<file path="src/rtl/pred_write_queue_pkg.sv">
// Shared predicate-write types, used by the write queue and the predicate register file.
package pred_pkg;

  localparam int unsigned PRED_WIDTH = 32;
  localparam int unsigned PRED_NREGS = 32;
  localparam int unsigned PRED_IDX_W = $clog2(PRED_NREGS);

  typedef logic [PRED_IDX_W-1:0] pred_idx_t;

  // One predicate write request: value plus destination register index.
  typedef struct packed {
    logic [PRED_WIDTH-1:0] msg;
    pred_idx_t             idx;
  } pred_wr_t;

endpackage

</file>
<file path="src/rtl/pred_write_queue_if.sv">
// Enqueue/dequeue handshake bundle of the predicate write queue.
interface pred_write_queue_if #(
  parameter int unsigned WIDTH = 32,
  parameter int unsigned IW    = 5
);

  logic [WIDTH-1:0] enq_msg;
  logic [IW-1:0]    enq_idx;
  logic             enq_val;
  logic             enq_rdy;

  logic [WIDTH-1:0] deq_msg;
  logic [IW-1:0]    deq_idx;
  logic             deq_val;
  logic             deq_rdy;

  // Queue side: accepts from the producer, presents to the register file.
  modport slave (
    input  enq_msg, enq_idx, enq_val, deq_rdy,
    output enq_rdy, deq_msg, deq_idx, deq_val
  );

  // Environment side: producer plus register-file consumer.
  modport master (
    output enq_msg, enq_idx, enq_val, deq_rdy,
    input  enq_rdy, deq_msg, deq_idx, deq_val
  );

endinterface

</file>
<file path="src/rtl/pred_write_queue_pending_mask.sv">
// Decodes occupied queue entries into a per-register "write in flight" mask.
module pred_pending_mask
  import pred_pkg::*;
#(
  parameter int unsigned DEPTH = 4,
  parameter int unsigned NREGS = 32,
  parameter int unsigned IW    = $clog2(NREGS)
) (
  input  logic [DEPTH-1:0]         occ,
  input  logic [DEPTH-1:0][IW-1:0] idx,
  output logic [NREGS-1:0]         mask
);

  // OR of onehot(idx) over every occupied entry; indices beyond NREGS are ignored.
  always_comb begin
    mask = '0;
    for (int unsigned e = 0; e < DEPTH; e++) begin
      for (int unsigned r = 0; r < NREGS; r++) begin
        if (occ[e] && (idx[e] == IW'(r))) begin
          mask[r] = 1'b1;
        end
      end
    end
  end

endmodule

</file>
<file path="src/rtl/pred_write_queue.sv">
// In-order queue of predicate register writes with a pending-register mask.
module pred_write_queue
  import pred_pkg::*;
#(
  parameter int unsigned WIDTH = PRED_WIDTH,
  parameter int unsigned DEPTH = 4,
  parameter int unsigned NREGS = PRED_NREGS
) (
  input  logic                       clk,
  input  logic                       reset,
  pred_write_queue_if.slave          q,
  output logic [NREGS-1:0]           pending,
  output logic [$clog2(DEPTH):0]     count
);

  localparam int unsigned IW = $clog2(NREGS);
  localparam int unsigned PW = $clog2(DEPTH);
  localparam int unsigned CW = PW + 1;

  typedef struct packed {
    logic [WIDTH-1:0] msg;
    logic [IW-1:0]    idx;
  } entry_t;

  entry_t [DEPTH-1:0] storage_q, storage_d;
  logic   [PW-1:0]    head_q, head_d;
  logic   [PW-1:0]    tail_q, tail_d;
  logic   [CW-1:0]    count_q, count_d;

  logic             enq_fire;
  logic             deq_fire;
  logic [DEPTH-1:0] occ;
  logic [DEPTH-1:0][IW-1:0] occ_idx;

  // Handshake flags and head presentation; rdy depends only on stored state.
  always_comb begin
    q.enq_rdy = (count_q != CW'(DEPTH));
    q.deq_val = (count_q != '0);
    enq_fire  = q.enq_val && q.enq_rdy;
    deq_fire  = q.deq_val && q.deq_rdy;
    q.deq_msg = '0;
    q.deq_idx = '0;
    if (q.deq_val) begin
      q.deq_msg = storage_q[head_q].msg;
      q.deq_idx = storage_q[head_q].idx;
    end
  end

  // Next-state for storage, pointers and occupancy count.
  always_comb begin
    storage_d = storage_q;
    head_d    = head_q;
    tail_d    = tail_q;
    count_d   = count_q;
    if (enq_fire) begin
      storage_d[tail_q].msg = q.enq_msg;
      storage_d[tail_q].idx = q.enq_idx;
      tail_d                = tail_q + 1'b1;
    end
    if (deq_fire) begin
      head_d = head_q + 1'b1;
    end
    case ({enq_fire, deq_fire})
      2'b10:   count_d = count_q + 1'b1;
      2'b01:   count_d = count_q - 1'b1;
      default: count_d = count_q;
    endcase
  end

  // Entry e is live when its distance from head (mod DEPTH) is below count.
  always_comb begin
    occ     = '0;
    occ_idx = '0;
    for (int unsigned e = 0; e < DEPTH; e++) begin
      logic [PW-1:0] off;
      off        = PW'(e) - head_q;
      occ[e]     = ({1'b0, off} < count_q);
      occ_idx[e] = storage_q[e].idx;
    end
  end

  pred_pending_mask #(
    .DEPTH (DEPTH),
    .NREGS (NREGS),
    .IW    (IW)
  ) u_pending (
    .occ  (occ),
    .idx  (occ_idx),
    .mask (pending)
  );

  assign count = count_q;

  // Pointer and count registers; reset wins over any same-cycle transfer.
  always_ff @(posedge clk) begin
    if (reset) begin
      head_q  <= '0;
      tail_q  <= '0;
      count_q <= '0;
    end else begin
      head_q  <= head_d;
      tail_q  <= tail_d;
      count_q <= count_d;
    end
  end

  // Entry storage is data-only and deliberately left unreset.
  always_ff @(posedge clk) begin
    storage_q <= storage_d;
  end

endmodule

</file>
<file path="src/flat_wrapper.sv">
// flat-port wrapper written by rule: the top's interface ports become plain ports
module pred_write_queue_flat import pred_pkg::*;
#(
  parameter int unsigned WIDTH = PRED_WIDTH,
  parameter int unsigned DEPTH = 4,
  parameter int unsigned NREGS = PRED_NREGS
)
  (clk, reset, pending, count, q_enq_msg, q_enq_idx, q_enq_val, q_deq_rdy, q_enq_rdy, q_deq_msg, q_deq_idx, q_deq_val);
  pred_write_queue_if #(.WIDTH(WIDTH), .IW((5))) q_i ();
  input  logic clk;
  input  logic reset;
  output logic [NREGS-1:0] pending;
  output logic [$clog2(DEPTH):0] count;
  input wire logic [$bits(q_i.enq_msg)-1:0] q_enq_msg;
  input wire logic [$bits(q_i.enq_idx)-1:0] q_enq_idx;
  input wire logic [$bits(q_i.enq_val)-1:0] q_enq_val;
  input wire logic [$bits(q_i.deq_rdy)-1:0] q_deq_rdy;
  output wire logic [$bits(q_i.enq_rdy)-1:0] q_enq_rdy;
  output wire logic [$bits(q_i.deq_msg)-1:0] q_deq_msg;
  output wire logic [$bits(q_i.deq_idx)-1:0] q_deq_idx;
  output wire logic [$bits(q_i.deq_val)-1:0] q_deq_val;
  assign q_i.enq_msg = q_enq_msg;
  assign q_i.enq_idx = q_enq_idx;
  assign q_i.enq_val = q_enq_val;
  assign q_i.deq_rdy = q_deq_rdy;
  assign q_enq_rdy = q_i.enq_rdy;
  assign q_deq_msg = q_i.deq_msg;
  assign q_deq_idx = q_i.deq_idx;
  assign q_deq_val = q_i.deq_val;
  pred_write_queue #(.WIDTH(WIDTH), .DEPTH(DEPTH), .NREGS(NREGS)) u_core (.clk(clk), .reset(reset), .q(q_i), .pending(pending), .count(count));
endmodule
</file>
<file path="config.mk">
export PLATFORM = sky130hd
export DESIGN_NAME = pred_write_queue_flat
export DESIGN_NICKNAME = d
export VERILOG_FILES = /design/src/rtl/pred_write_queue_pkg.sv /design/src/rtl/pred_write_queue_if.sv /design/src/rtl/pred_write_queue_pending_mask.sv /design/src/rtl/pred_write_queue.sv /design/src/flat_wrapper.sv
export SDC_FILE = /design/constraint.sdc
export NUM_CORES = 1
export LEC_CHECK = 0
export BUFFER_PORTS_ARGS = -buffer_cell sky130_fd_sc_hd__clkbuf_2
export CORE_MARGIN = 2
export CORE_UTILIZATION = 30
export DETAILED_ROUTE_END_ITERATION = 10
export MAX_ROUTING_LAYER = met4
export SLEW_MARGIN = 40
export SYNTH_ARGS = -nofsm -noshare
export SYNTH_HDL_FRONTEND = slang
export SYNTH_SLANG_ARGS = --single-unit
</file>
<file path="constraint.sdc">
create_clock -name clk -period 3.15 [get_ports clk]
set_input_delay 0.315 -clock clk [delete_from_list [all_inputs] [get_ports clk]]
set_output_delay 0.315 -clock clk [all_outputs]
set_load 0.01 [all_outputs]
</file>
## Yosys cells after proc, flatten, opt, wreduce, memory -nomap -nowiden

Cells that the tools add are included.

- Add/subtract/negate cells: 8
- Order comparisons: 7
- Eq/ne operators: 127
- Muxes and demuxes: 139
- Reduce and logical (&&, ||, !) cells: 137

Operator list:

| cell | count |
|---|---|
| 5-bit == test (second input constant) | 64 |
| 148-bit bitwise mux | 2 |
| 5-bit by 4-bit == test with 1-bit output (second input constant) | 32 |
| 37-bit demux with 2-bit select | 2 |
| 1-bit logical AND | 131 |
| 1-bit 2-to-1 mux | 128 |
| 5-bit by 3-bit == test with 1-bit output (second input constant) | 16 |
| 37-bit binary-select mux with 2-bit select | 1 |
| 37-bit 2-to-1 mux | 2 |
| 5-bit by 2-bit == test with 1-bit output (second input constant) | 8 |
| 32-bit 2-to-1 mux | 1 |
| 5-bit by 1-bit == test with 1-bit output (second input constant) | 4 |
| 5-bit logical NOT | 4 |
| 2-bit by 3-bit < comparator with 1-bit output | 4 |
| 5-bit 2-to-1 mux | 2 |
| 2-bit by 3-bit < comparator with 1-bit output (second input constant) | 2 |
| 3-bit one-hot mux with 2 select lines | 1 |
| 2-bit by 1-bit adder with 2-bit output (second input constant) | 2 |
| 1-bit by 2-bit subtractor with 2-bit output (first input constant) | 2 |
| 2-bit subtractor (first input constant) | 2 |
| 3-bit by 1-bit adder with 3-bit output (second input constant) | 1 |
| 3-bit inequality test (second input constant) | 1 |
| 3-bit nonzero test | 1 |
| 3-bit by 1-bit subtractor with 3-bit output (second input constant) | 1 |
| 4 further kinds | 4 |

- Flip-flop bits (word level): 155
- Input port bits: 41
- Output and inout bits: 74
- Word-level logic and storage cells: 429

## Depth between registers and ports, before layout

- Word-level depth: 7
- Mapped depth: 10
- Gate-level depth less buffers: 9

## Modules after synthesis

A second synthesis with hierarchy kept.

- Cells, all modules: 461
- Area total of the unflattened synthesis: 7478.4 um^2

By module, submodules not included:

| module | instances | cells each | area each (um^2) | seq. area each (um^2) |
|---|---|---|---|---|
| pred_write_queue | 1 | 326 | 6392.4 | 4584.4 |
| pred_pending_mask | 1 | 135 | 1086.0 | 0.0 |

## Worst setup path before layout

No wires, ideal clock.

- Kind: register -> register
- Start: register u_core.count_q[2] (netlist: u_core.count[2])
- End: register u_core.count_q[2] (netlist: u_core.count[2])
- Library setup time: 0.070 ns
- Arrival: 2.345 ns
- Required time: 3.080 ns
- Setup slack: 0.735 ns
- Stages on the path, launching flop included: 11
- Path buffers: 1
- Clock period less this slack: 2.415 ns
- Path through: dfxtp_1 -> buf_4 -> or3b_4 -> and2_4 -> inv_2 -> ha_1 -> inv_1 -> fa_1 -> xor2_1 -> or3_1 -> a21oi_1

- Longest elaborated chain between the ends: 4
- Elaborated cells on any way between the ends: 10
- Classes of those cells: add/sub: 2; eq/ne: 3; mux: 1; reduce/logical: 4

Ends and longest elaborated chain:

| element | line | source |
|---|---|---|
| from (decl) | pred_write_queue.sv:28 | `logic [CW-1:0] count_q, count_d;` |
| from (signal assigned) | pred_write_queue.sv:103 | `count_q <= count_d;` |
| 3-bit inequality test * | pred_write_queue.sv:37 | `q.enq_rdy = (count_q != CW'(DEPTH));` |
| via q_enq_rdy | flat_wrapper.sv:18 | `output wire logic [$bits(q_i.enq_rdy)-1:0] q_enq_rdy;` |
| 1-bit logical AND * | pred_write_queue.sv:39 | `enq_fire = q.enq_val && q.enq_rdy;` |
| 2-bit by 1-bit == test with 1-bit output or 2-bit == test (tied branches) | pred_write_queue.sv:63 | `case ({enq_fire, deq_fire})` |
| 3-bit one-hot mux with 2 select lines or 2-bit nonzero test (tied branches) | - |  |

The timed path passes the listed nets; every way through them passes the cells marked *.
A chain may end at the register's enable or synchronous reset.

## Worst setup path in the final report

- Start: register u_core.count_q[1] (netlist: u_core.count[1])
- End: output port pending[0]

- Longest elaborated chain between the ends: 6
- Elaborated cells on any way between the ends: 12
- Classes of those cells: order compare: 4; mux: 4; reduce/logical: 4

Ends and longest elaborated chain:

| element | line | source |
|---|---|---|
| 2-bit by 3-bit < comparator with 1-bit output | pred_write_queue.sv:77 | `occ[e] = ({1'b0, off} < count_q);` |
| 1-bit logical AND | pred_write_queue_pending_mask.sv:19 | `if (occ[e] && (idx[e] == IW'(r))) begin` |
| 1-bit 2-to-1 mux (3 in series) | pred_write_queue_pending_mask.sv:19 |  |
| 1-bit 2-to-1 mux * | pred_write_queue_pending_mask.sv:19 |  |
| to (decl) | flat_wrapper.sv:12 | `output logic [NREGS-1:0] pending;` |

Every way passes the cells marked *; elsewhere a longest branch is shown, timed or not.

==> results.toml <==
[layout]
drive_gt1_share_pct = 35.4
num-nets-final = 665
layoutNonFillerInstCount = 952
seq_area_mm2 = 0.00459
fill_cells = 2371
multi_input_area_mm2 = 0.00263
area_growth_pct = 21.3

[die]
start_util_pct = 30.5
num_rows = 57
floorplan.die.width_um = 161
coreArea_mm2 = 0.0242
chipHeight_um = 161
design.die.area_mm2 = 0.0259
boundaryPins = 115

[placed_design]
gp_congestion = 0.874
dp_cells = 919
io_buffers = 114
dpl.hpwl_um = 11900

[grt]
grt_use_total_pct = 14.1
first_global_vias = 4807
grt-ovfl-total = 0
antenna_found_initial = 1
grt_pass1_wl_um = 27100
grt_start_max_net_pins = 40

[route]
routed-via-count = 4740
route.detailed.drc = 0
via_per_inst = 4.98
ant_nets = 0
dr_wl_met2_um = 8250
wl_met3_um = 1310
drt_iter0_drc = 559
post_drt_wl_per_cell_um = 18.3
drt_wl_total_um = 17400
dr.pass1.iters = 5
top_layer = "met4"
wl_met1_um = 7570

[clocking]
clkSinkCount = 155
post_cts_buffers = 0
clk_pin_slew_worst_paths_ps = 60
ctsResizeCount = 0
cts.hold.buffers_added = 0
cts_max_level = 4
clockBufferDepth = 2
clockRootBuffer = "clkbuf_16"
clk_latency_ps = 420
cts_tree = "done"
cts_buffers = 17

[power_and_ir_drop]
total_power_mw = 7.43
p_leak_nw = 3.05
p_per_area_mw_per_mm2 = 828
peakVddDrop_mv = 0.432

[sta]
fin_crit_ps = 2930
fin_crit_sh_pct = 93.0
slew_viol_final = 0
fmax_mhz = 341
slew_headroom_pct = 54.2
rsz0062_at_grt = "no"
fin_skew_ps = 7.39
tightestPinTransition_ps = 687
finalSetupViolCount = 0
finalSetupTns_ps = 0
final-hold-violation-count = 0

[min_path]
min_path_type = "input port to flop"

[logic_synthesis]
syn_inst = 489
ys_types = 40
ys.flop_type = "edfxtp_1"
synth_area_leader_cell = "edfxtp_1"
synthAdderAreaFrac_pct = 1.79
synth_top_family_by_area = "simple AND/OR/NAND/NOR gates"
synth_edf_count = 148
synth_simple_gate_area_share_pct = 12.6
synth.most_common_cell = "edfxtp_1"
synth_sequential_area_ratio_pct = 61.9
synth_common_cells = "edfxtp_1, and2_1, mux4_2, o221ai_1, a22oi_1"
synth.yosys.warnings = 0
syn_area_mm2 = 0.00740
synth_top_area_share_pct = 60.0
synth_nets = 540
syn_avg_cell_area_um2 = 15.1
synthMuxAreaShare_pct = 11.3
synth-compound-area-share_pct = 9.11
async_flop_share_pct = 0
ys_top_cells_by_area = "edfxtp_1, mux4_2, and2_1, o221ai_1, a22oi_1"
ys_ff_latch = 155
synthXorXnorAreaFrac_pct = 0.710

[status]
status = "finished, final reports clean"

[critical_path]
timing_worst_setup_path_type = "flop to primary output"
crit_path_start_kind = "flop"
critical_path_arrival_ps = 2620
worstSetupEndpointType = "primary output"
crit_fanout = 16
required_ps = 2830

[job]
drv_cap = 0
==> metrics by stage <==
stage	setup WS (ps)	utilization, %	hold slack, ps	cell area, um2
6_report	219	37.0	108	8980
5_1_grt	49.5	37.0	88.6	8980
4_1_cts	185	37.0	86.2	8970
3_5_place_dp	660	34.6	509	8400
3_3_place_gp	688	34.6	504	8400
2_1_floorplan	735	-	377	7400
==> cell type report <==
cell class              instances  area share (%)
inverters                      10           0.418
clock buffers                  18            4.78
well taps                     324            4.52
clock inverters                14            1.63
diodes                          1          0.0279
flip-flops and latches        155            51.1
repair buffers                129            8.17
multi-input cells             301            29.3
==> worst max-delay path, cell delays in order, from the launching register on <==
cell	delay (ps)
dfxtp_1	380
inv_1	140
ha_1	330
nor2b_2	190
a211oi_4	630
a22oi_1	240
o221ai_1	120
clkbuf_2	170
==> kinds of logic after synthesis <==
kind of cell / after synthesis
buffers and inverters: 33
adders and majority gates: 10
xor gates and xnor gates: 6
muxes: 37
DFF: 155
AOI/OAI and AO/OA: 77
and+or+nand+nor: 171
==> worst paths after layout <==
check,from,to,cells past startpoint,slack [ps]
min,q_enq_msg[26],u_core.storage_q[68],1,110
max,u_core.count[1],pending[0],7,220
min reg2reg,u_core.tail_q[1],u_core.tail_q[1],2,520
max reg2reg,u_core.count[0],u_core.count[2],9,720
==> layer usage <==
metal,track usage [%],vias up
met5,-,-
met4,4.87,0
met3,3.85,28
met2,22.1,188
met1,17.9,2329
li1,-,2195
==> flip-flops by register name, indices dropped and copies added (netlist names) <==
signal,count
u_core.count,3
u_core.head_q,2
u_core.occ_idx,20
u_core.storage_q,128
u_core.tail_q,2
==> layout by cell type, fill, tap and decap left out, types with 2 or more instances in the layout <==
cell	n
edfxtp_1	148
clkbuf_2	114
and2_1	58
mux4_2	37
o221ai_1	32
a22oi_1	31
nor2_1	28
nand2_1	25
clkbuf_16	17
nand3_1	13
nor3_1	12
buf_4	11
inv_1	9
nand2b_1	9
ha_1	9
nor2b_1	8
clkinvlp_4	5
dfxtp_1	5
xnor2_1	4
and3_2	4
nor2b_2	4
a211oi_4	4
buf_12	4
a21oi_1	3
nand4_1	2
a21oi_2	2
o21bai_2	2
nor4_1	2
xor2_1	2
clkinv_4	2
inv_6	2
bufinv_16	2
clkinv_2	2
==> report_power, final <==
group          total [mW]  internal (mW)  switching, mW
logic                2.84           1.18           1.66
clock network        1.97           1.17          0.801
registers            2.63           2.51          0.118
Note: power is estimated with default switching activity, not from simulation.
